<file path="src/rtl/arb_pkg.sv">
// Shared types and helpers for the CPU/DMA data-port arbiter.
package arb_pkg;

  typedef enum logic {OWN_CPU = 1'b0, OWN_DMA = 1'b1} owner_t;

  localparam logic [31:0] MMIO_BASE_DEFAULT = 32'hC000_0000;

  // The MMIO window is the quarter of the address space selected by the two top address bits.
  function automatic logic is_mmio(input logic [31:0] addr, input logic [31:0] base);
    return addr[31:30] == base[31:30];
  endfunction

endpackage

</file>
<file path="src/rtl/arb_burst_limiter.sv">
// Counts consecutive contended DMA grants under dma_lock and reports whether DMA may keep the port.
module arb_burst_limiter #(
  parameter int unsigned MAX_BURST = 8
) (
  input  logic clk,
  input  logic reset_n,
  input  logic cpu_req,
  input  logic cpu_gnt,
  input  logic dma_gnt,
  input  logic dma_lock,
  output logic burst_ok
);

  localparam int unsigned CW = $clog2(MAX_BURST + 1);
  localparam logic [CW-1:0] MAX_C = CW'(MAX_BURST);

  logic [CW-1:0] cnt_q, cnt_d;

  // Only grants that actually starve a waiting CPU count toward the limit.
  always_comb begin
    cnt_d = cnt_q;
    if (!dma_lock || cpu_gnt) begin
      cnt_d = '0;
    end else if (dma_gnt && cpu_req && (cnt_q != MAX_C)) begin
      cnt_d = cnt_q + 1'b1;
    end
  end

  always_ff @(posedge clk or negedge reset_n) begin
    if (!reset_n) begin
      cnt_q <= '0;
    end else begin
      cnt_q <= cnt_d;
    end
  end

  assign burst_ok = (cnt_q < MAX_C);

endmodule

</file>
<file path="src/rtl/data_port_arbiter.sv">
// Shares the unified memory data port between the CPU and a DMA/loader master,
// with alternating priority, bounded DMA lock bursts and an MMIO guard for DMA.
module data_port_arbiter
  import arb_pkg::*;
#(
  parameter int unsigned MAX_BURST = 8,
  parameter logic [31:0] MMIO_BASE = MMIO_BASE_DEFAULT
) (
  input  logic        clk,
  input  logic        reset_n,
  input  logic        cpu_req,
  input  logic        cpu_we,
  input  logic [31:0] cpu_addr,
  input  logic [31:0] cpu_wdata,
  output logic        cpu_gnt,
  output logic [31:0] cpu_rdata,
  output logic        cpu_rvalid,
  input  logic        dma_req,
  input  logic        dma_we,
  input  logic [31:0] dma_addr,
  input  logic [31:0] dma_wdata,
  input  logic        dma_lock,
  output logic        dma_gnt,
  output logic [31:0] dma_rdata,
  output logic        dma_rvalid,
  output logic        dma_err,
  output logic        mem_we,
  output logic [31:0] mem_a,
  output logic [31:0] mem_wd,
  input  logic [31:0] mem_rd
);

  owner_t      last_gnt_q, last_gnt_d;
  logic [31:0] cpu_rdata_q, cpu_rdata_d;
  logic [31:0] dma_rdata_q, dma_rdata_d;
  logic        cpu_rvalid_q, cpu_rvalid_d;
  logic        dma_rvalid_q, dma_rvalid_d;
  logic        dma_err_q, dma_err_d;
  logic        cpu_win, dma_win;
  logic        burst_ok;
  logic        dma_reject;

  arb_burst_limiter #(.MAX_BURST(MAX_BURST)) u_burst (
    .clk      (clk),
    .reset_n  (reset_n),
    .cpu_req  (cpu_req),
    .cpu_gnt  (cpu_gnt),
    .dma_gnt  (dma_gnt),
    .dma_lock (dma_lock),
    .burst_ok (burst_ok)
  );

  // On a tie DMA keeps the port only while its lock burst has budget left.
  always_comb begin
    cpu_win = cpu_req;
    dma_win = dma_req;
    if (cpu_req && dma_req) begin
      dma_win = (last_gnt_q == OWN_CPU) || (dma_lock && burst_ok);
      cpu_win = !dma_win;
    end
  end

  assign cpu_gnt    = cpu_win && reset_n;
  assign dma_gnt    = dma_win && reset_n;
  assign dma_reject = dma_gnt && is_mmio(dma_addr, MMIO_BASE);

  always_comb begin
    mem_we = 1'b0;
    mem_a  = '0;
    mem_wd = '0;
    if (cpu_gnt) begin
      mem_we = cpu_we;
      mem_a  = cpu_addr;
      mem_wd = cpu_wdata;
    end else if (dma_gnt) begin
      mem_we = dma_we && !dma_reject;
      mem_a  = dma_addr;
      mem_wd = dma_wdata;
    end
  end

  always_comb begin
    last_gnt_d   = last_gnt_q;
    cpu_rdata_d  = cpu_rdata_q;
    dma_rdata_d  = dma_rdata_q;
    cpu_rvalid_d = cpu_gnt && !cpu_we;
    dma_rvalid_d = dma_gnt && !dma_we && !dma_reject;
    dma_err_d    = dma_reject;
    if (cpu_gnt) last_gnt_d = OWN_CPU;
    if (dma_gnt) last_gnt_d = OWN_DMA;
    if (cpu_rvalid_d) cpu_rdata_d = mem_rd;
    if (dma_rvalid_d) dma_rdata_d = mem_rd;
  end

  always_ff @(posedge clk or negedge reset_n) begin
    if (!reset_n) begin
      last_gnt_q   <= OWN_DMA;
      cpu_rdata_q  <= '0;
      dma_rdata_q  <= '0;
      cpu_rvalid_q <= 1'b0;
      dma_rvalid_q <= 1'b0;
      dma_err_q    <= 1'b0;
    end else begin
      last_gnt_q   <= last_gnt_d;
      cpu_rdata_q  <= cpu_rdata_d;
      dma_rdata_q  <= dma_rdata_d;
      cpu_rvalid_q <= cpu_rvalid_d;
      dma_rvalid_q <= dma_rvalid_d;
      dma_err_q    <= dma_err_d;
    end
  end

  assign cpu_rdata  = cpu_rdata_q;
  assign dma_rdata  = dma_rdata_q;
  assign cpu_rvalid = cpu_rvalid_q;
  assign dma_rvalid = dma_rvalid_q;
  assign dma_err    = dma_err_q;

endmodule
</file>
<file path="config.mk">
export PLATFORM = sky130hd
export DESIGN_NAME = data_port_arbiter
export DESIGN_NICKNAME = d
export VERILOG_FILES = /design/src/rtl/arb_pkg.sv /design/src/rtl/arb_burst_limiter.sv /design/src/rtl/data_port_arbiter.sv
export SDC_FILE = /design/constraint.sdc
export NUM_CORES = 1
export LEC_CHECK = 0
export CAP_MARGIN = 15
export CELL_PAD_IN_SITES_DETAIL_PLACEMENT = 0
export CELL_PAD_IN_SITES_GLOBAL_PLACEMENT = 1
export CORE_MARGIN = 10
export CORE_UTILIZATION = 23
export CTS_BUF_LIST = sky130_fd_sc_hd__clkbuf_16
export CTS_CLUSTER_DIAMETER = 50
export DETAILED_ROUTE_END_ITERATION = 7
export HOLD_SLACK_MARGIN = 0.12
export PLACE_DENSITY = 0.82
export RECOVER_POWER = 100
export SYNTH_ARGS = -nofsm -noshare
export SYNTH_HDL_FRONTEND = slang
export SYNTH_HIERARCHICAL = 1
export SYNTH_SLANG_ARGS = --single-unit
</file>
<file path="constraint.sdc">
create_clock -name clk -period 2.72 [get_ports clk]
set_input_delay 0.272 -clock clk [delete_from_list [all_inputs] [get_ports clk]]
set_output_delay 0.272 -clock clk [all_outputs]
set_load 0.01 [all_outputs]
</file>
==> results list, run 1 <==
- Run status: finished, final reports clean
- Met1 routed wirelength after detailed routing: 6180 microns
- Synthesized Nets: 426
* Initial standard-cell utilization of the core: 0.236
- The multi-input combinational cells in the finished layout cover a total of 1540 sq um.
* Path type of the worst setup path: reg2out
* Arr. time, crit path: 2370 ps
- CTS root buffer: clkbuf_16
- Area of the mapped netlist: 3460 sq um
* Top layer reached by signal wires: met4
- The via count of the first global-routing pass was 3,751.
* Total number of vias: 3,414
* Antenna violations before repair: 0
- In the routed layout, each cell is associated on average with a via count of 4.58.
- For the worst-skew pair, the clock arrives at the later sink with an insertion delay of 320 ps.
- Total CTS buffers: 9
- During I/O placement, the number of pins put on the boundary was 301.
- The cell count after synthesis came out at 257.
- Antenna diode count: 0
- Across the whole layout, storage elements account for 1800 sq um.
* Met2 wire length: 9220 microns
- Routability-driven placement finished with a final weighted congestion of 0.824.
* Port-buffer cells: 300
* Post-detailed-routing wire length: 17,000 microns
- At the worst endpoint, the required time is 2450 ps.
- Final setup violation count: 0
* Post-route minimum period: 2640 ps
- Highest achievable clock rate: 379 MHz
- At the placement stage, the worst setup path has a slack of 199 ps.
- Number of nets with antenna violations after routing: 0
- Highest ir drop seen on vdd: 0.418 mV
- Part of the Yosys area used for sequential elements: 0.521
- Clock sink total: 72
- Clock-pin transition on the worst setup and hold timing paths: 50 ps
- Final-report hold violation count: 0
- The netlist uses 31 different library cells.
* Site Rows: 44
- HPWL reported at the end of detailed placement: 14,000 microns
- In the synthesized netlist the dominant register cell turns out to be dfrtp_1.
* Residual DRC: 0
- Number of filler instances in the final layout: 1,295
- In this run the horizontal extent of the chip is 143 microns.
* Final total power: 0.00376 W
- Post-synthesis sequential element count: 72
- Synthesized area per cell: 13.5 sq um
- Relative slew slack: 0.0936
* Period Utilization, post-route: 0.970
* Number of maximum-capacitance constraint violations: 0
* Die outline height: 143 microns
* Max-slew violation total from the final report: 0
- Bufs on Longest Clock Path: 2
- Critical path launch point type: flip-flop
- Largest net degree at the start of global routing: 55
- STA classifies the critical path endpoint as an output port.
- Wire length of the first global-routing pass: 24,000 microns
* Fraction of layout instances using a drive strength above 1: 0.0998
- WL per Instance: 22.8 microns
- The worst hold path belongs to the class in2async.
- In this run the worst path has a maximum fanout of 33.
* Synthesis-to-layout area growth: 100%
- Of all flip-flops after synthesis, the portion carrying an async set or reset was 1.00.
- PnR worst setup slack: 82.5 ps
* Die Footprint: 20,400 sq um
- Global-route usage over all layers: 0.156
- Summed over all failing endpoints, the final setup total negative slack is 0 ps.
* Least-Margin Pin Slew: 1360 ps
- Fin Clk Skew: 6.97 ps
* Maximum level of the CTS H-tree: 3
* Synth Warn #: 6
* Drt first-iter violations: 144
* Length of the first detailed-routing pass in iterations: 4
- PD cells: 543 nW/um^2
- CTS tree: done
- The routed design uses 1480 microns of met3 wire.
- Post-synth EDFFs: 0
* Placeable Area: 14,600 sq um
- Setup repair after global routing left no endpoint under its margin.
- Grt ovf: 0
- Post-CTS setup buffer count: 0
- After the last flow step, the layout net total stands at 728.
* Total leakage power: 2.89 nW
==> metal layers <==
metal / global-route usage / vias to the layer above
met3: 0.0663 / 10
met5: 0 / -
met1: 0.171 / 1700
met2: 0.277 / 118
li1: - / 1586
met4: 0.0309 / 0
==> flip-flops by register name, summed over array words and instances, names as in the netlist <==
name	cells
dma_rvalid	1
cpu_rdata	32
u_burst/cnt_q	4
cpu_rvalid	1
dma_rdata	32
last_gnt_q	1
dma_err	1
==> placed cells by master, fill, tap and decap left out, types with 3 or more instances in the layout <==
cell	Yosys	layout
inv_1	4	5
a22o_1	64	64
dlygate4sd3_1	0	94
dfrtp_1	71	71
mux2_1	32	32
clkbuf_2	0	3
nand2_1	6	6
clkbuf_1	6	5
buf_12	0	4
clkbuf_16	0	9
a21oi_1	5	3
mux2_2	32	32
clkdlybuf4s50_1	0	203
==> power by group <==
group	switching [W]	internal, W	total [W]
sequential	0.000106	0.00131	0.00141
combinational	0.000535	0.000826	0.00136
clock	0.000398	0.000589	0.000987
total	0.00104	0.00272	0.00376
==> synthesized netlist by cell type (2+ instances only) <==
cell,instances,share of area
buf_6,3,0.0098
o21ai_0,2,0.0029
mux2_2,32,0.10
a21oi_1,5,0.0072
clkbuf_1,6,0.0065
mux2_1,32,0.10
buf_2,5,0.0072
or3_1,2,0.0036
ha_1,2,0.0072
inv_1,4,0.0043
dfrtp_1,71,0.51
buf_4,6,0.013
nand2_1,6,0.0065
a22o_1,64,0.16
==> cells by family after synthesis <==
| kind of cell | synth area share |
|---|---|
| adder cells (fa/ha/maj) | 0.00723 |
| AND/OR/NAND/NOR | 0.0246 |
| AO/OA/AOI/OAI | 0.198 |
| flip-flops | 0.521 |
| multiplexers | 0.208 |
| buffers and inverters | 0.0408 |
==> worst max-delay path, cell delays in order (launching register included) <==
cell	delay (ps)
dfstp_1	540
a21bo_2	260
a21oi_4	210
buf_12	210
a22o_1	170
dlygate4sd3_1	630
==> through the flow <==
stage	hold WS (ps)	instance area, sq um	cells	util
6_report	448	6930	745	0.473
3_3_place_gp	120	6740	731	0.460
2_1_floorplan	-23.6	3460	257	-
5_1_grt	483	6930	745	0.473
4_1_cts	172	6990	745	0.478
3_5_place_dp	115	6740	731	0.460
==> worst paths after layout <==
| kind | from | endpoint | slack [ps] | cells past startpoint |
|---|---|---|---|---|
| worst max-delay path | last_gnt_q | mem_a[17] | 80 | 5 |
| worst min-delay path | reset_n | u_burst/cnt_q[2] | 450 | 2 |
| worst max register to register | last_gnt_q | cpu_rdata[16] | 250 | 4 |
| worst min register to register | dma_rdata[29] | dma_rdata[29] | 480 | 1 |
| max in group asynchronous | reset_n | cpu_rdata[0] | 1310 | 3 |
| min in group clk | dma_rdata[29] | dma_rdata[29] | 480 | 1 |
==> area by class of cell <==
cell class | instances | share of cell area
Clock buffer | 9 | 0.0325
Clock inverter | 4 | 0.00235
Inverter | 4 | 0.00217
Multi-Input combinational cell | 161 | 0.222
Sequential cell | 72 | 0.260
Tap cell | 184 | 0.0332
Timing Repair Buffer | 311 | 0.448
==> what timing repair did <==
| item | in CTS | in global routing |
|---|---|---|
| hold buffers | 1 | 0 |
| hold endpoints to repair | 18 | 0 |
| setup endpoints to repair | 0 | 3 |
| resized for setup | 0 | 4 |
(Power assumes the default switching activity.)
==> run 2, diff against run 1 <==
Clock period 2.72 ns to 2.7 ns, I/O delays scaled along.
==> run 2 against run 1 <==
Against the previous run:
- first-iteration DRC count is 20% lower
- final area is 0.47% higher
- combinational power hardly changed
- critical path type unchanged
==> results list, run 2 (same netlist as run 1, synthesis figures left out) <==
- The worst pin sits at a relative slew slack of 0.349.
* Crit-path slowest cell: clkdlybuf4s50_1
- After clock tree synthesis, the clock-pin slew on the worst setup and hold paths is 60 ps.
- Port-buffer cells: 300
- Clock latency on the worst-skew pair, taken at its later pin, is 320 ps.
* Drt first-iter violations: 115
- Walking the worst path, the cells encountered are a21bo_2 -> a21oi_4 -> buf_4 -> buf_12 -> a22o_1 -> clkdlybuf4s50_1.
* Max stage delay on crit path: 570 ps
- Wires add up to 17,100 microns.
- Boundary pin count: 301
- Endpoint type of the worst setup path: output port
* Leading cell type in the layout, fill and taps excluded: clkdlybuf4s50_1
- Arr. time, crit path: 2330 ps
- IR analysis of the VDD net gives a maximum drop of 0.396 mV.
- Period Utilization, post-route: 0.964
* Final total power: 0.00403 W
- The die is 143 microns wide.
- Cell family with most CP delay: buffers and inverters
- Setup violations remaining at the end of the flow were counted as 0.
* Buffers & Inverters on Critical Path: 3
- Total leakage power: 2.87 nW
* Largest net degree at the start of global routing: 72
- Pint: 0.00294 W
- HPWL reported at the end of detailed placement: 14,000 microns
* Least-Margin Pin Slew: 977 ps
- CTS tree: done
- Fin Clk Skew: 4.09 ps
- The worst setup path is launched from a flip-flop.
- Of the cells placed in the final design, the portion with a size suffix greater than 1 is 0.115.
- The final hold violation count is 0.
- Required time reported for the critical path endpoint: 2430 ps
- Bufs on Longest Clock Path: 2
- The die is 143 microns tall.
* DP Worst Slack: 163 ps
- Highest achievable clock rate: 384 MHz
- Min-delay worst type: reg2reg
* Sequential share of power: 0.352
- Leaving out fill and tap cells, the most frequent cells in the layout are 202 x clkdlybuf4s50_1, 71 x dfrtp_1, 68 x dlygate4sd3_1.
- Once layout is complete, the utilization of the core stands at 0.475.
- The H-tree was split into 3 levels.
* Length of the first detailed-routing pass in iterations: 4
* PnR worst setup slack: 95.9 ps
* Residual DRC: 0
* Die Footprint: 20,400 sq um
* Total number of vias: 3,452
- Grt ovf: 0
- Routed via count divided by cell count: 4.60
- Global-route usage over all layers: 0.158
* Post-route minimum period: 2600 ps
- Unrepaired setup endpoints after global routing: yes
- On the final layout, the worst hold slack is 479 ps.
- The congestion estimate from routability-driven global placement came to 0.873.
* Total CTS buffers: 9
- WL per Instance: 22.9 microns
- Via count of the first global-routing pass: 3,772
* Wire length of the first global-routing pass: 24,200 microns
- Across the run, the number of max-cap violations was 0.
- The initial antenna violation count is 1.
- The share of total power dissipated in combinational logic is 0.340.
- Highest net fanout along the worst path: 18
- The count of nets left with antenna violations once routing finished came out at 0.
* Antenna diode count: 0
* Path type of the worst setup path: reg2out
- Run status: finished, final reports clean
* Aggregate negative setup slack: 0 ps
- Of the total power, the clock network draws 0.307.
- Synthesis-to-layout area growth: 101%
- P_sw: 0.00109 W
- Sw Share: 0.270
* CTS root buffer: clkbuf_16
- Initial standard-cell utilization of the core: 0.236
* Layout net count: 730
- Placeable Area: 14,600 sq um
- The clock drives 72 sinks.
- Site Rows: 44
- Power spread over the standard cell area amounts to 579 nW/um^2.
* Max-slew violation total from the final report: 0
## run 2: cell count changes in the layout (fill, tap and decap cells not counted), sizes merged
| cell | previous run | this run |
|---|---|---|
| clkdlybuf4s50 | 203 | 202 |
| clkdlybuf4s25 | 0 | 10 |
| clkbuf | 17 | 30 |
| inv | 5 | 6 |
| clkinv | 3 | 2 |
| bufinv | 0 | 2 |
| clkinvlp | 0 | 1 |
| buf | 6 | 10 |
| dlygate4sd3 | 94 | 68 |
| dlymetal6s2s | 0 | 2 |
## run 2: final timing paths
| kind | from | end | slack (ps) | cells past startpoint |
|---|---|---|---|---|
| worst max-delay path | last_gnt_q | mem_wd[22] | 100 | 6 |
| worst min-delay path | dma_rdata[13] | dma_rdata[13] | 480 | 1 |
| worst max register to register | last_gnt_q | cpu_rdata[13] | 350 | 4 |
| worst min register to register | dma_rdata[13] | dma_rdata[13] | 480 | 1 |
| max in group asynchronous | reset_n | u_burst/cnt_q[3] | 1310 | 3 |
| min in group asynchronous | reset_n | last_gnt_q | 490 | 2 |
## run 2: final cells by class
cell class                 count  area, sq um
inverter                       4         15.0
multi-input combinational    161         1550
fill                        1328         7680
clock buffer                   9          225
timing repair buffer         313         3050
clock inverter                 7         88.8
sequential                    72         1800
tap                          184          230
## run 2: per-stage QoR
| step | instance area (sq um) | instances |
|---|---|---|
| after floorplan | 3460 | 257 |
| after global placement | 6740 | 730 |
| after detailed placement | 6740 | 730 |
| after CTS | 7060 | 747 |
| after global routing | 6960 | 750 |
| final | 6960 | 750 |
## run 2: power by group through the flow
stage | registers (W) | clock network [W] | logic [W]
2_1_floorplan | 0.00156 | 0 | 0.000354
3_3_place_gp | 0.00144 | 0 | 0.00149
3_5_place_dp | 0.00145 | 0 | 0.00150
4_1_cts | 0.00144 | 0.00129 | 0.00151
5_1_grt | 0.00145 | 0.00135 | 0.00146
6_report | 0.00142 | 0.00124 | 0.00137
## run 2: what timing repair did
item                                   4_1_cts  5_1_grt
buffers inserted                             0        2
resized for setup                            0       30
endpoints found under the hold margin        1        0
hold buffers                                 1        0
setup endpoints to repair                    0       15
## run 2: per-layer routing
metal	GRT usage	vias to the layer above	wire (microns)
li1	-	1605	-
met1	0.171	1716	6170
met2	0.285	119	9400
met3	0.0677	10	1470
met4	0.0250	2	95
met5	0	-	8
==> run 3, diff against run 2 <==
Settings changed: CORE_ASPECT_RATIO set to 1.1.
==> run 3 against run 2 <==
Against the previous run:
- the run now ends with capacitance limit left
- clock skew rose by 2.1 ps
- setup slack got worse by 22 ps
- first-iteration DRC count fell by 37%
- sequential cell count did not move
- register-to-register slack improved by 30 ps
- final area rose by 1.6%
- via count barely moved
- final cell count rose by 1.2%
- combinational power barely moved
==> results list, run 3 (same netlist as run 1, synthesis figures left out) <==
- Antenna violations before repair: 0
- Aggregate negative setup slack: 0 ps
- The via count of the first global-routing pass came to 3,949.
* Routed via count divided by cell count: 4.55
- The first global-routing pass estimated 24,800 microns of wire.
- 0 antenna diodes ended up in the layout.
- CTS tree: done
* Cell family with most CP delay: buffers and inverters
* Period Utilization, post-route: 0.972
- For met1 alone, demand over resource in global routing was 0.165.
- Bufs on Longest Clock Path: 2
- Of all nets on the critical path, the largest fanout is 16.
- Port buffering added 300 buffers.
* DP Worst Slack: 71.2 ps
* Relative slew slack: 0.00145
- The tree built by TritonCTS fans out to 72 sinks.
- At the pin with the least slew margin, the transition time is 1500 ps.
* Buffers & Inverters on Critical Path: 3
* PnR worst setup slack: 74.3 ps
- Top library cells by usage in the layout, fill and taps aside: 225 x clkdlybuf4s50_1, 74 x dlygate4sd3_1, 71 x dfrtp_1
- Run status: finished, violations left
- Required time reported for the critical path endpoint: 2430 ps
- Max-slew violation total from the final report: 0
* Residual DRC: 0
- Final standard cell utilization of the core: 0.486
- Highest achievable clock rate: 381 MHz
- For met2 alone, demand over resource in global routing was 0.294.
- The checks that failed: capacitance limit.
- For met3 alone, demand over resource in global routing was 0.0603.
- Fin Clk Skew: 6.14 ps
- Number of maximum-capacitance constraint violations: 1
* Critical path launch point type: flip-flop
- The root buffer cell chosen for the clock tree is clkbuf_16.
* Grt ovf: 0
* HPWL reported at the end of detailed placement: 14,100 microns
* WL per Instance: 22.8 microns
- Global-route usage over all layers: 0.160
- Horizontal die dimension: 137 microns
- Among all stages on the critical path, the largest delay is contributed by clkdlybuf4s50_1.
- Relative to the synthesized area, the layout overhead comes to 104%.
* GRT Max-Usage Layer: met2
- Number of filler instances in the final layout: 1,304
- Entering global routing, the biggest net connects 60 pins.
- The count of nets left with antenna violations once routing finished came out at 0.
- The die covers 20,400 sq um.
* Fraction of layout instances using a drive strength above 1: 0.115
* Path type of the worst setup path: reg2out
* Post-route minimum period: 2630 ps
- Setup violations remaining at the end of the flow were counted as 0.
- Die outline height: 149 microns
* Length of the first detailed-routing pass in iterations: 4
* Initial standard-cell utilization of the core: 0.238
- Cell repeated most along the worst path: buf_12
- Detailed routing inserted a total of 3,450 vias.
- Min-delay worst type: reg2reg
- For this block, the initial DRC count from the detailed router was 73.
* Highest ir drop seen on vdd: 0.434 mV
- The core region is 14,600 sq um.
- The library cell used most frequently in the layout, excluding fill and tap cells, is clkdlybuf4s50_1.
- Site Rows: 46
- The final hold violation count came to 0.
- For this design the static power due to leakage is 2.89 nW.
* Boundary pin count: 301
- Total CTS buffers: 9
- For this design the ratio of total power to cell area is 561 nW/um^2.
* Layout net count: 731
* Cell Chain, Critical Path: a21bo_2 -> a21oi_4 -> buf_12 -> buf_12 -> a22o_1 -> clkdlybuf4s50_1
- After clock tree synthesis, the clock-pin slew on the worst setup and hold paths is 50 ps.
* Reg-to-reg setup timing slack: 380 ps
* GPL Wtd Cong: 0.860
- In this run the number of H-tree levels came out at 3.
* Post-detailed-routing wire length: 17,300 microns
- The later pin in the worst-skew pair is clocked with a latency of 330 ps.
- Max stage delay on crit path: 590 ps
* Endpoint type of the worst setup path: output port
- Arr. time, crit path: 2360 ps
==> run 3: stage by stage <==
step	hold slack (ps)	cells	total power (W)	area (sq um)
after floorplan	-25.6	257	0.00191	3460
after global placement	331	739	0.00292	6740
after detailed placement	329	739	0.00295	6740
after CTS	230	757	0.00414	7080
after global routing	493	759	0.00419	7070
final	476	759	0.00397	7070
==> run 3: repair_timing <==
action                                  CTS  global route
buffers inserted                          0             1
cloned                                    1             1
hold endpoints to repair                 12             0
endpoints found under the setup margin   12            35
hold buffers                              1             0
pin swaps                                 0             1
gates resized for setup                   1             2
==> run 3: final timing paths <==
| path | endpoint | cells after the start | startpoint |
|---|---|---|---|
| worst max register to register | cpu_rdata[13] | 4 | last_gnt_q |
| min in group asynchronous | u_burst/cnt_q[2] | 2 | reset_n |
| worst min register to register | dma_rdata[17] | 1 | dma_rdata[17] |
| worst min-delay path | dma_rdata[17] | 1 | dma_rdata[17] |
| max in group asynchronous | dma_rdata[7] | 2 | reset_n |
| worst max-delay path | mem_wd[7] | 6 | last_gnt_q |
==> run 3: cell type report <==
cell class                      count  area, sq um  share of cell area
Inverter                            4         15.0             0.00212
Clock buffer                        9          225              0.0318
Timing Repair Buffer              314         3170               0.449
Tap cell                          192          240              0.0340
Multi-Input combinational cell    161         1550               0.219
Clock inverter                      7         63.8             0.00902
Sequential cell                    72         1800               0.255
==> run 3: report_power, final <==
part,switching (W),internal [W]
combinational,0.000549,0.000853
sequential,0.000103,0.00132
clock,0.000436,0.000706
==> run 3: layer usage <==
| metal | up-vias | routed length, microns |
|---|---|---|
| met2 | 140 | 9280 |
| met4 | 0 | 306 |
| met1 | 1691 | 6250 |
| li1 | 1600 | - |
| met5 | - | 0 |
| met3 | 19 | 1480 |
